## src/rtl/mmio_peripheral_bus_pkg.sv

```systemverilog
// rtl/mmio_peripheral_bus_pkg.sv - shared constants for the MMIO peripheral bus
package mmio_peripheral_bus_pkg;

   localparam logic [31:0] PERIPH_BASE_DEF = 32'h4000_0000;

   localparam logic [7:0] OFF_TH      = 8'h00;
   localparam logic [7:0] OFF_TL      = 8'h04;
   localparam logic [7:0] OFF_TCON    = 8'h08;
   localparam logic [7:0] OFF_LED     = 8'h0C;
   localparam logic [7:0] OFF_DIGI    = 8'h10;
   localparam logic [7:0] OFF_SYSTICK = 8'h14;

   localparam int TCON_EN = 0;
   localparam int TCON_IE = 1;
   localparam int TCON_ST = 2;

   function automatic logic in_window(input logic [31:0] a, input logic [31:0] base);
      return a[31:8] == base[31:8];
   endfunction

endpackage

```

## src/rtl/mmio_peripheral_bus_timer_core.sv

```systemverilog
// rtl/mmio_peripheral_bus_timer_core.sv - reloadable timer (TH/TL/TCON) with level interrupt
module timer_core
   import mmio_peripheral_bus_pkg::*;
(
   input  logic        clk,
   input  logic        reset,
   input  logic [31:0] wdata,
   input  logic        th_we,
   input  logic        tl_we,
   input  logic        tcon_we,
   output logic [31:0] th,
   output logic [31:0] tl,
   output logic [2:0]  tcon,
   output logic        irq
);

   logic overflow;
   logic status_set;

   assign overflow   = tcon[TCON_EN] && (tl == 32'hFFFF_FFFF);
   assign status_set = overflow && tcon[TCON_IE];

   always_ff @(posedge clk) begin
      if (reset) begin
         th   <= '0;
         tl   <= '0;
         tcon <= '0;
      end else begin
         if (th_we)
            th <= wdata;

         // Reload reads the pre-edge TH, so a same-cycle TH write only affects the next reload.
         if (tl_we)
            tl <= wdata;
         else if (tcon[TCON_EN])
            tl <= overflow ? th : tl + 32'd1;

         // Hardware set wins over a software clear so an overflow is never lost.
         if (tcon_we)
            tcon <= {wdata[TCON_ST] | status_set, wdata[TCON_IE], wdata[TCON_EN]};
         else if (status_set)
            tcon[TCON_ST] <= 1'b1;
      end
   end

   assign irq = tcon[TCON_IE] & tcon[TCON_ST];

endmodule

```

## src/rtl/mmio_peripheral_bus.sv

```systemverilog
// rtl/mmio_peripheral_bus.sv - address decode, timer/LED/digit/SysTick registers (MMIO_SYSTICK_EN adds SysTick)
module mmio_peripheral_bus
   import mmio_peripheral_bus_pkg::*;
#(
   parameter logic [31:0] PERIPH_BASE = PERIPH_BASE_DEF,
   parameter int          LED_W       = 8,
   parameter int          DIGI_W      = 12
) (
   input  logic              clk,
   input  logic              reset,
   input  logic [31:0]       addr,
   input  logic [31:0]       wdata,
   input  logic              mem_read,
   input  logic              mem_write,
   input  logic [31:0]       mem_rdata,
   output logic              mem_rd_o,
   output logic              mem_wr_o,
   output logic [31:0]       rdata,
   output logic              irq,
   output logic [LED_W-1:0]  leds,
   output logic [DIGI_W-1:0] digi
);

   logic        periph;
   logic [7:0]  offset;
   logic        reg_wr;
   logic [31:0] th;
   logic [31:0] tl;
   logic [2:0]  tcon;
   logic [31:0] systick_val;
   logic [31:0] reg_rdata;
   logic        unused_addr_bits;

   assign periph           = in_window(addr, PERIPH_BASE);
   assign offset           = {addr[7:2], 2'b00};
   assign reg_wr           = mem_write & periph;
   assign mem_rd_o         = mem_read & ~periph;
   assign mem_wr_o         = mem_write & ~periph;
   assign unused_addr_bits = &{1'b0, addr[1:0]};

   timer_core u_timer (
      .clk     (clk),
      .reset   (reset),
      .wdata   (wdata),
      .th_we   (reg_wr && offset == OFF_TH),
      .tl_we   (reg_wr && offset == OFF_TL),
      .tcon_we (reg_wr && offset == OFF_TCON),
      .th      (th),
      .tl      (tl),
      .tcon    (tcon),
      .irq     (irq)
   );

   always_ff @(posedge clk) begin
      if (reset) begin
         leds <= '0;
         digi <= '0;
      end else begin
         if (reg_wr && offset == OFF_LED)
            leds <= wdata[LED_W-1:0];
         if (reg_wr && offset == OFF_DIGI)
            digi <= wdata[DIGI_W-1:0];
      end
   end

`ifdef MMIO_SYSTICK_EN
   logic [31:0] systick;

   always_ff @(posedge clk) begin
      if (reset)
         systick <= '0;
      else
         systick <= systick + 32'd1;
   end

   assign systick_val = systick;
`else
   assign systick_val = '0;
`endif

   always_comb begin
      reg_rdata = '0;
      case (offset)
         OFF_TH:      reg_rdata = th;
         OFF_TL:      reg_rdata = tl;
         OFF_TCON:    reg_rdata[2:0] = tcon;
         OFF_LED:     reg_rdata[LED_W-1:0] = leds;
         OFF_DIGI:    reg_rdata[DIGI_W-1:0] = digi;
         OFF_SYSTICK: reg_rdata = systick_val;
         default:     reg_rdata = '0;
      endcase
   end

   assign rdata = periph ? reg_rdata : mem_rdata;

endmodule

```

## config.mk

```make
export PLATFORM = sky130hd
export DESIGN_NAME = mmio_peripheral_bus
export DESIGN_NICKNAME = d
export VERILOG_FILES = /design/src/rtl/mmio_peripheral_bus_pkg.sv /design/src/rtl/mmio_peripheral_bus_timer_core.sv /design/src/rtl/mmio_peripheral_bus.sv
export SDC_FILE = /design/constraint.sdc
export NUM_CORES = 1
export LEC_CHECK = 0
export BUFFER_PORTS_ARGS = -buffer_cell sky130_fd_sc_hd__buf_2
export CAP_MARGIN = 20
export CORE_MARGIN = 2
export CORE_UTILIZATION = 40
export CTS_CLUSTER_SIZE = 28
export DETAILED_ROUTE_END_ITERATION = 10
export GPL_TIMING_DRIVEN = 0
export SLEW_MARGIN = 15
export SYNTH_ARGS = -nofsm -noshare
export SYNTH_HDL_FRONTEND = slang
export SYNTH_SLANG_ARGS = --single-unit
```

## constraint.sdc

```tcl
create_clock -name clk -period 7.8 [get_ports clk]
set_clock_uncertainty 0.2 [all_clocks]
set_input_delay 1.56 -clock clk [delete_from_list [all_inputs] [get_ports clk]]
set_output_delay 1.56 -clock clk [all_outputs]
set_load 0.005 [all_outputs]
```

# Word-level counts from Yosys, hierarchy flattened
# Index checks and enable logic that the tools add are counted.
totals:
  register_bits: 87
  inputBits: 100
op_classes:
  add_sub_neg: 1
  eq_ne: 6
  mux: 10
  bitwise: 6
  n_reduce_logical: 10
ops:
  columns: ["op", "count"]
  rows:
  - ["$mux W32", 4]
  - ["$pmux W20 S2", 1]
  - ["$add A32 B1 Y32 const B", 1]
  - ["$eq A32 B32 Y1 const B", 1]
  - ["$eq A24 B23 Y1 const B", 1]
  - ["$pmux W5 S4", 1]
  - ["$pmux W3 S5", 1]
  - ["$eq A6 B2 Y1 const B", 2]
  - ["$pmux W4 S3", 1]
  - ["$logic_not A8 Y1", 1]
  - ["$logic_and A1 B1 Y1", 7]
  - ["$eq A6 B1 Y1 const B", 1]
  - ["$eq A6 B3 Y1 const B", 1]
  - ["$and A1 B1 Y1", 4]
  - ["$reduce_bool A2 Y1", 2]
  - ["$mux W1", 2]
  - ["$not A1 Y1", 1]
  - ["$or A1 B1 Y1", 1]

# Depth between registers and ports, before layout
logic_depth:
  depth_word: 5
  ltp_mapped: 10

# Cells and area by module
# Synthesis repeated with hierarchy kept, for this count alone.
hier_totals:
  hier_cells: 669
  area_unflattened_um2: 5625.4
modules_own_cells:
  columns: ["mod", "instances", "cells_each", "area_per_inst_um2"]
  rows:
  - ["timer_core", 1, 443, 3637.2]
  - ["mmio_peripheral_bus", 1, 226, 1988.2]

# Worst setup path after synthesis
# OpenSTA, ideal clock, no wires.
synth_timing:
  path_type: "input-to-output"
  start: "input addr[5]"
  end: "output rdata[23]"
  arrival_ns: 3.050
  required_ns: 6.040
  setup_slack_ns: 2.990
  path_stages: 6
  path_buffers: 2
  cell_sequence: "or3_4 > nor3b_2 > clkbuf_1 > clkbuf_1 > a22oi_1 > o21ai_0"
synth_via:
  elab_chain_len: 3
synth_rtl:
  columns: ["item", "line", "source"]
  rows:
  - ["from (decl)", "mmio_peripheral_bus.sv:11", "input logic [31:0] addr,"]
  - ["$eq A6 B1 Y1 / $logic_not A8 Y1 (equally long branches)", "mmio_peripheral_bus.sv:83", "case (offset)"]
  - ["$pmux W20 S2 *", "mmio_peripheral_bus.sv:83", null]
  - ["$mux W32 *", "mmio_peripheral_bus.sv:94", "assign rdata = periph ? reg_rdata : mem_rdata;"]
  - ["to (decl)", "mmio_peripheral_bus.sv:18", "output logic [31:0] rdata,"]
# Every way passes the cells marked *; elsewhere a longest branch is shown, timed or not.

# Worst setup path after layout
layout_timing:
  start: "input addr[5]"
  end: "output rdata[30]"
# The elaborated chain is that of the path after synthesis.

==> results.md <==
- The biggest fanout along the worst timing path is 10.
- In this run the count of I/O pins placed on the die edge is 155.
- Once placement completed, the tool counted placed cells totaling about 1.0k.
- The slack of the critical path is 2.03 ns.
- In this run, post-CTS repair resized a total of 0 instances.
- The cell family contributing the most delay on the critical path is buffers and inverters.
- The class of the tightest hold or removal check is reg -> reg.
- The master cell of the clock root buffer is sky130_fd_sc_hd__clkbuf_16.
- The clock transition time at the flip-flop clock pins of the worst setup and hold paths is 0.06 ns.
- Averaged over all synthesized cells, the footprint is 7.52 sq um.
- The finished layout holds ~1.0k standard cells, fillers aside.
- The detailed router finished its first iteration with 483 violations.
- The quantity of I/O buffers inserted on ports is 150.
- The count of hold buffers inserted by post-cts repair is 0.
- The number of synthesized flops with an enable pin is 0.
- The count of buffering cells on the critical path with inverters included is 4.
- The wire length of the first global-routing pass is 31400 um.
- Summing internal, switching and leakage power gives between 0.9 and 1 mW.
- Post-CTS timing repair inserted 0 buffers for setup.
- The smallest clock period supported by the final layout is computed as slightly below 6 ns.
- Along the worst hold path, the cell count comes to 2.
- In the final routed layout, each cell accounts on average for 19.5 um.
- In the routed layout, each cell is associated on average with a via count of 5.72.
- The slowest stage of the critical path is the sky130_fd_sc_hd__clkbuf_1 cell.
- The maximum number of pins on one net before global-route repair is 14.
- For this design the ratio of total power to cell area is around 140 mW/mm^2.
- The mux contribution to synthesized area is 7.94%.
- The worst hold endpoint is u_timer.th[9].
- During synthesis, Yosys emitted a total of 0 warnings.
- The repair_antennas step left the layout with diodes totalling 0.
- The most common library cell in the layout ignoring fill and taps is sky130_fd_sc_hd__buf_2.
- The die outline width is 119 um.
- After routing, the total negative slack on setup checks comes to 0 ns.
- The placed standard-cell area is 0.00629 sq mm.
- After Yosys synthesis, full adders, half adders and majority gates account for 0.235% of the synthesized area.
- The critical path launch point type is an input pin.
- After routing the design area is 0.00656 sq mm.
- The run finished with clean final reports.
- Summed over all cells, the static leakage comes to 2.50 nW.
- The synthesized netlist occupies a cell area of 0.00532 sq mm.
- TritonCTS built the clock tree.
- The HPWL after detailed placement is 14900 um.
- Summing all flip-flop and latch instances after layout gives 0.00174 sq mm.
- The fraction of registers with async set/reset is 0%.
- The overall via count from detail_route is about 6.0k.
- Max-cap violations in this run came to 0.
- The fraction of the mapped netlist area in compound gates is 22.7%.
- Once the floorplan was initialized, standard cells occupied 40.5% of the core.
- The filler cell count is 1382.
- The H-tree generated during clock tree synthesis spans 3 levels.
- By area, the combinational part of the netlist is dominated by simple AND/OR/NAND/NOR gates.
- The depth of the worst register-to-register path is 7.
- In this run the standard cell core region covers 0.0131 sq mm.
- Sequential cells were found to cover roughly a third of the synthesized design area.
- The post-route antenna net violation count is 0.
- The data required time of the critical path is 6.04 ns.
- The count of unique library cells instantiated by Yosys is 58.
- The via count of the first global-routing pass is 5624.
- The number of clock buffers added by TritonCTS is 9.
- The launch instance of the worst register-to-register path is u_timer.tl[2].
- Data arrives at the worst endpoint at about 4 ns.
- For this run, the post-layout net count is 970.
- The simple logic cell fraction of the synthesized area is 27.4%.
- The most used flip-flop cell after synthesis is sky130_fd_sc_hd__dfxtp_1.
- At the end of routability-driven placement, the weighted congestion stood at between 0.9 and 1.
- The worst slew margin relative to its limit is 43.5%.
- VDD sags by at most 0.0000997 V.
- For this run, the total global-route usage over all layers was measured as between 20% and 30%.
- The register-to-register setup slack is 4.86 ns.
- The number of antenna violations at the first check in global routing is 1.
- The area growth from synthesis to layout is 23.2%.
- The number of pins with negative max-slew slack in the final report came to 0.
- The final layout contains routed wiring with a total length of 20500 um.
- Static timing analysis puts the maximum clock frequency at 173 MHz.
- The worst setup path is captured at a primary output.
- By startpoint and endpoint, the worst setup path is classified as in -> out.
- In the layout the commonest cells are 166 x sky130_fd_sc_hd__buf_2, 131 x sky130_fd_sc_hd__nand2_1, 87 x sky130_fd_sc_hd__dfxtp_1.
- The worst reg2reg path endpoint is u_timer.tl[27].
- Setup repair after global routing left no endpoint under its margin.
- In this run the most critical hold path is launched from u_timer.th[9].
- After technology mapping, the gate count stands at 708.
- In the routed design, unresolved DRC markers number 0.
- The final-report hold violation count came to 0.
- The floorplan die height is 119 um.
- The worst-margin pin slew is 0.848 ns.
- The initialized floorplan defines 42 standard-cell rows.
- In this run, synthesis produced a sequential element count of 87.
- The post-route netlist has between 20% and 30% of its cells at a drive strength greater than 1.
- Counting every sink on the clock net gives 87.
- For this run, the slowest stage of the critical path takes 0.56 ns.
- The multi-input logic area is 0.00325 sq mm.
- The longest clock path from root to sink contains 2 buffers.
- The post-placement setup slack is approximately 2.1 ns.
- The number of nets produced by synthesis is between 800 and 900.
- The clock reaches the later pin of the worst-skew pair after 0.36 ns.
- Setup violations remaining at the end of the flow were counted as 0.
- The signal on the critical path passes through buf_2 > or3_4 > nor3b_2 > clkbuf_1 > clkbuf_1 > a22oi_1 > o21ai_0 > buf_2.
- The detailed-routing iteration count for the pre-antenna-repair pass is 5.
- The remaining global-route overflow is 0.
- Of the total synthesized cell area, the portion taken by XOR and XNOR cells is roughly 2.8%.
- The final critical-path share of the clock period is 74.0%.
- The floorplan step defined a die boundary enclosing 0.0142 sq mm.
==> tightest hold or removal path, cell delays in order (launching register included) <==
cell,delay (ns)
sky130_fd_sc_hd__dfxtp_1,0.32
sky130_fd_sc_hd__nand2_1,0.06
sky130_fd_sc_hd__a21oi_1,0.05
==> power by group <==
part / internal, mW / switching (mW) / total, mW / leakage (nW)
Combinational: 0.0325 / 0.0400 / 0.0726 / 1.66
Sequential: 0.444 / 0.000000000488 / 0.444 / 0.700
Clock: 0.221 / 0.186 / 0.407 / 0.131
Total: 0.698 / 0.226 / 0.923 / 2.50
==> registers in the layout, summed over array words and instances (netlist names) <==
| register | count |
|---|---|
| u_timer.th | 32 |
| leds | 8 |
| u_timer.tcon | 3 |
| u_timer.tl | 32 |
| digi | 12 |
==> cell usage after synthesis, types with 7 or more instances <==
master	number	area [sq um]
sky130_fd_sc_hd__nor2_1	57	214
sky130_fd_sc_hd__inv_1	8	30.0
sky130_fd_sc_hd__xnor2_1	7	61.3
sky130_fd_sc_hd__buf_2	16	80.1
sky130_fd_sc_hd__nor3b_1	7	52.6
sky130_fd_sc_hd__nand3_1	16	80.1
sky130_fd_sc_hd__nor3_1	12	60.1
sky130_fd_sc_hd__a21oi_1	63	315
sky130_fd_sc_hd__a31oi_1	9	56.3
sky130_fd_sc_hd__mux2i_1	40	400
sky130_fd_sc_hd__nand4_1	12	75.1
sky130_fd_sc_hd__dfxtp_1	87	1740
sky130_fd_sc_hd__and3_1	9	56.3
sky130_fd_sc_hd__and4_1	7	61.3
sky130_fd_sc_hd__nand2_1	131	492
sky130_fd_sc_hd__a221oi_1	8	70.1
sky130_fd_sc_hd__o211ai_1	17	128
sky130_fd_sc_hd__o21ai_0	44	220
sky130_fd_sc_hd__nand2b_1	9	56.3
sky130_fd_sc_hd__a22oi_1	20	150
sky130_fd_sc_hd__xor2_1	10	87.6
sky130_fd_sc_hd__clkbuf_1	33	124
==> final cells by class <==
| type | count | share of cell area [%] |
|---|---|---|
| multi-input cells | 553 | 49.6 |
| flip-flops and latches | 87 | 26.5 |
| repair buffers | 150 | 11.4 |
| plain buffers | 60 | 4.58 |
| clock buffers | 11 | 3.70 |
| well taps | 176 | 3.36 |
| inverters | 8 | 0.458 |
| clock inverters | 4 | 0.343 |
==> worst max path at each step <==
stage | start | endpoint | slack, ns | cells past startpoint
CTS | addr[5] | rdata[30] | 2.10 | 8
global route | addr[5] | rdata[30] | 1.87 | 8
global placement | addr[5] | rdata[30] | 2.13 | 8
detailed placement | addr[5] | rdata[30] | 2.10 | 8
floorplan | addr[5] | rdata[23] | 2.99 | 6
finish | addr[5] | rdata[30] | 2.03 | 8
==> metrics by stage <==
step / hold WS [ns] / utilization (%)
6_report: 0.278 / 49.9
5_1_grt: 0.304 / 49.9
4_1_cts: 0.280 / 49.9
3_5_place_dp: 0.269 / 47.9
3_3_place_gp: 0.259 / 47.9
2_1_floorplan: 0.245 / -
==> cell families (layout without fill, tap and decap cells) <==
| kind of cell | after synthesis | in the layout |
|---|---|---|
| fa+ha+maj | 1 | 1 |
| compound gates | 196 | 196 |
| xor+xnor | 17 | 17 |
| buf+inv | 68 | 233 |
| mux | 42 | 42 |
| flops | 87 | 87 |
| simple gates | 297 | 297 |
==> routing by layer <==
layer	GRT usage (%)	share of wire, %
met1	38.0	43
met2	46.4	46
met3	4.31	7.8
met4	12.0	2.6
met5	0	0
No activity file was read; power rests on OpenSTA's default activity.
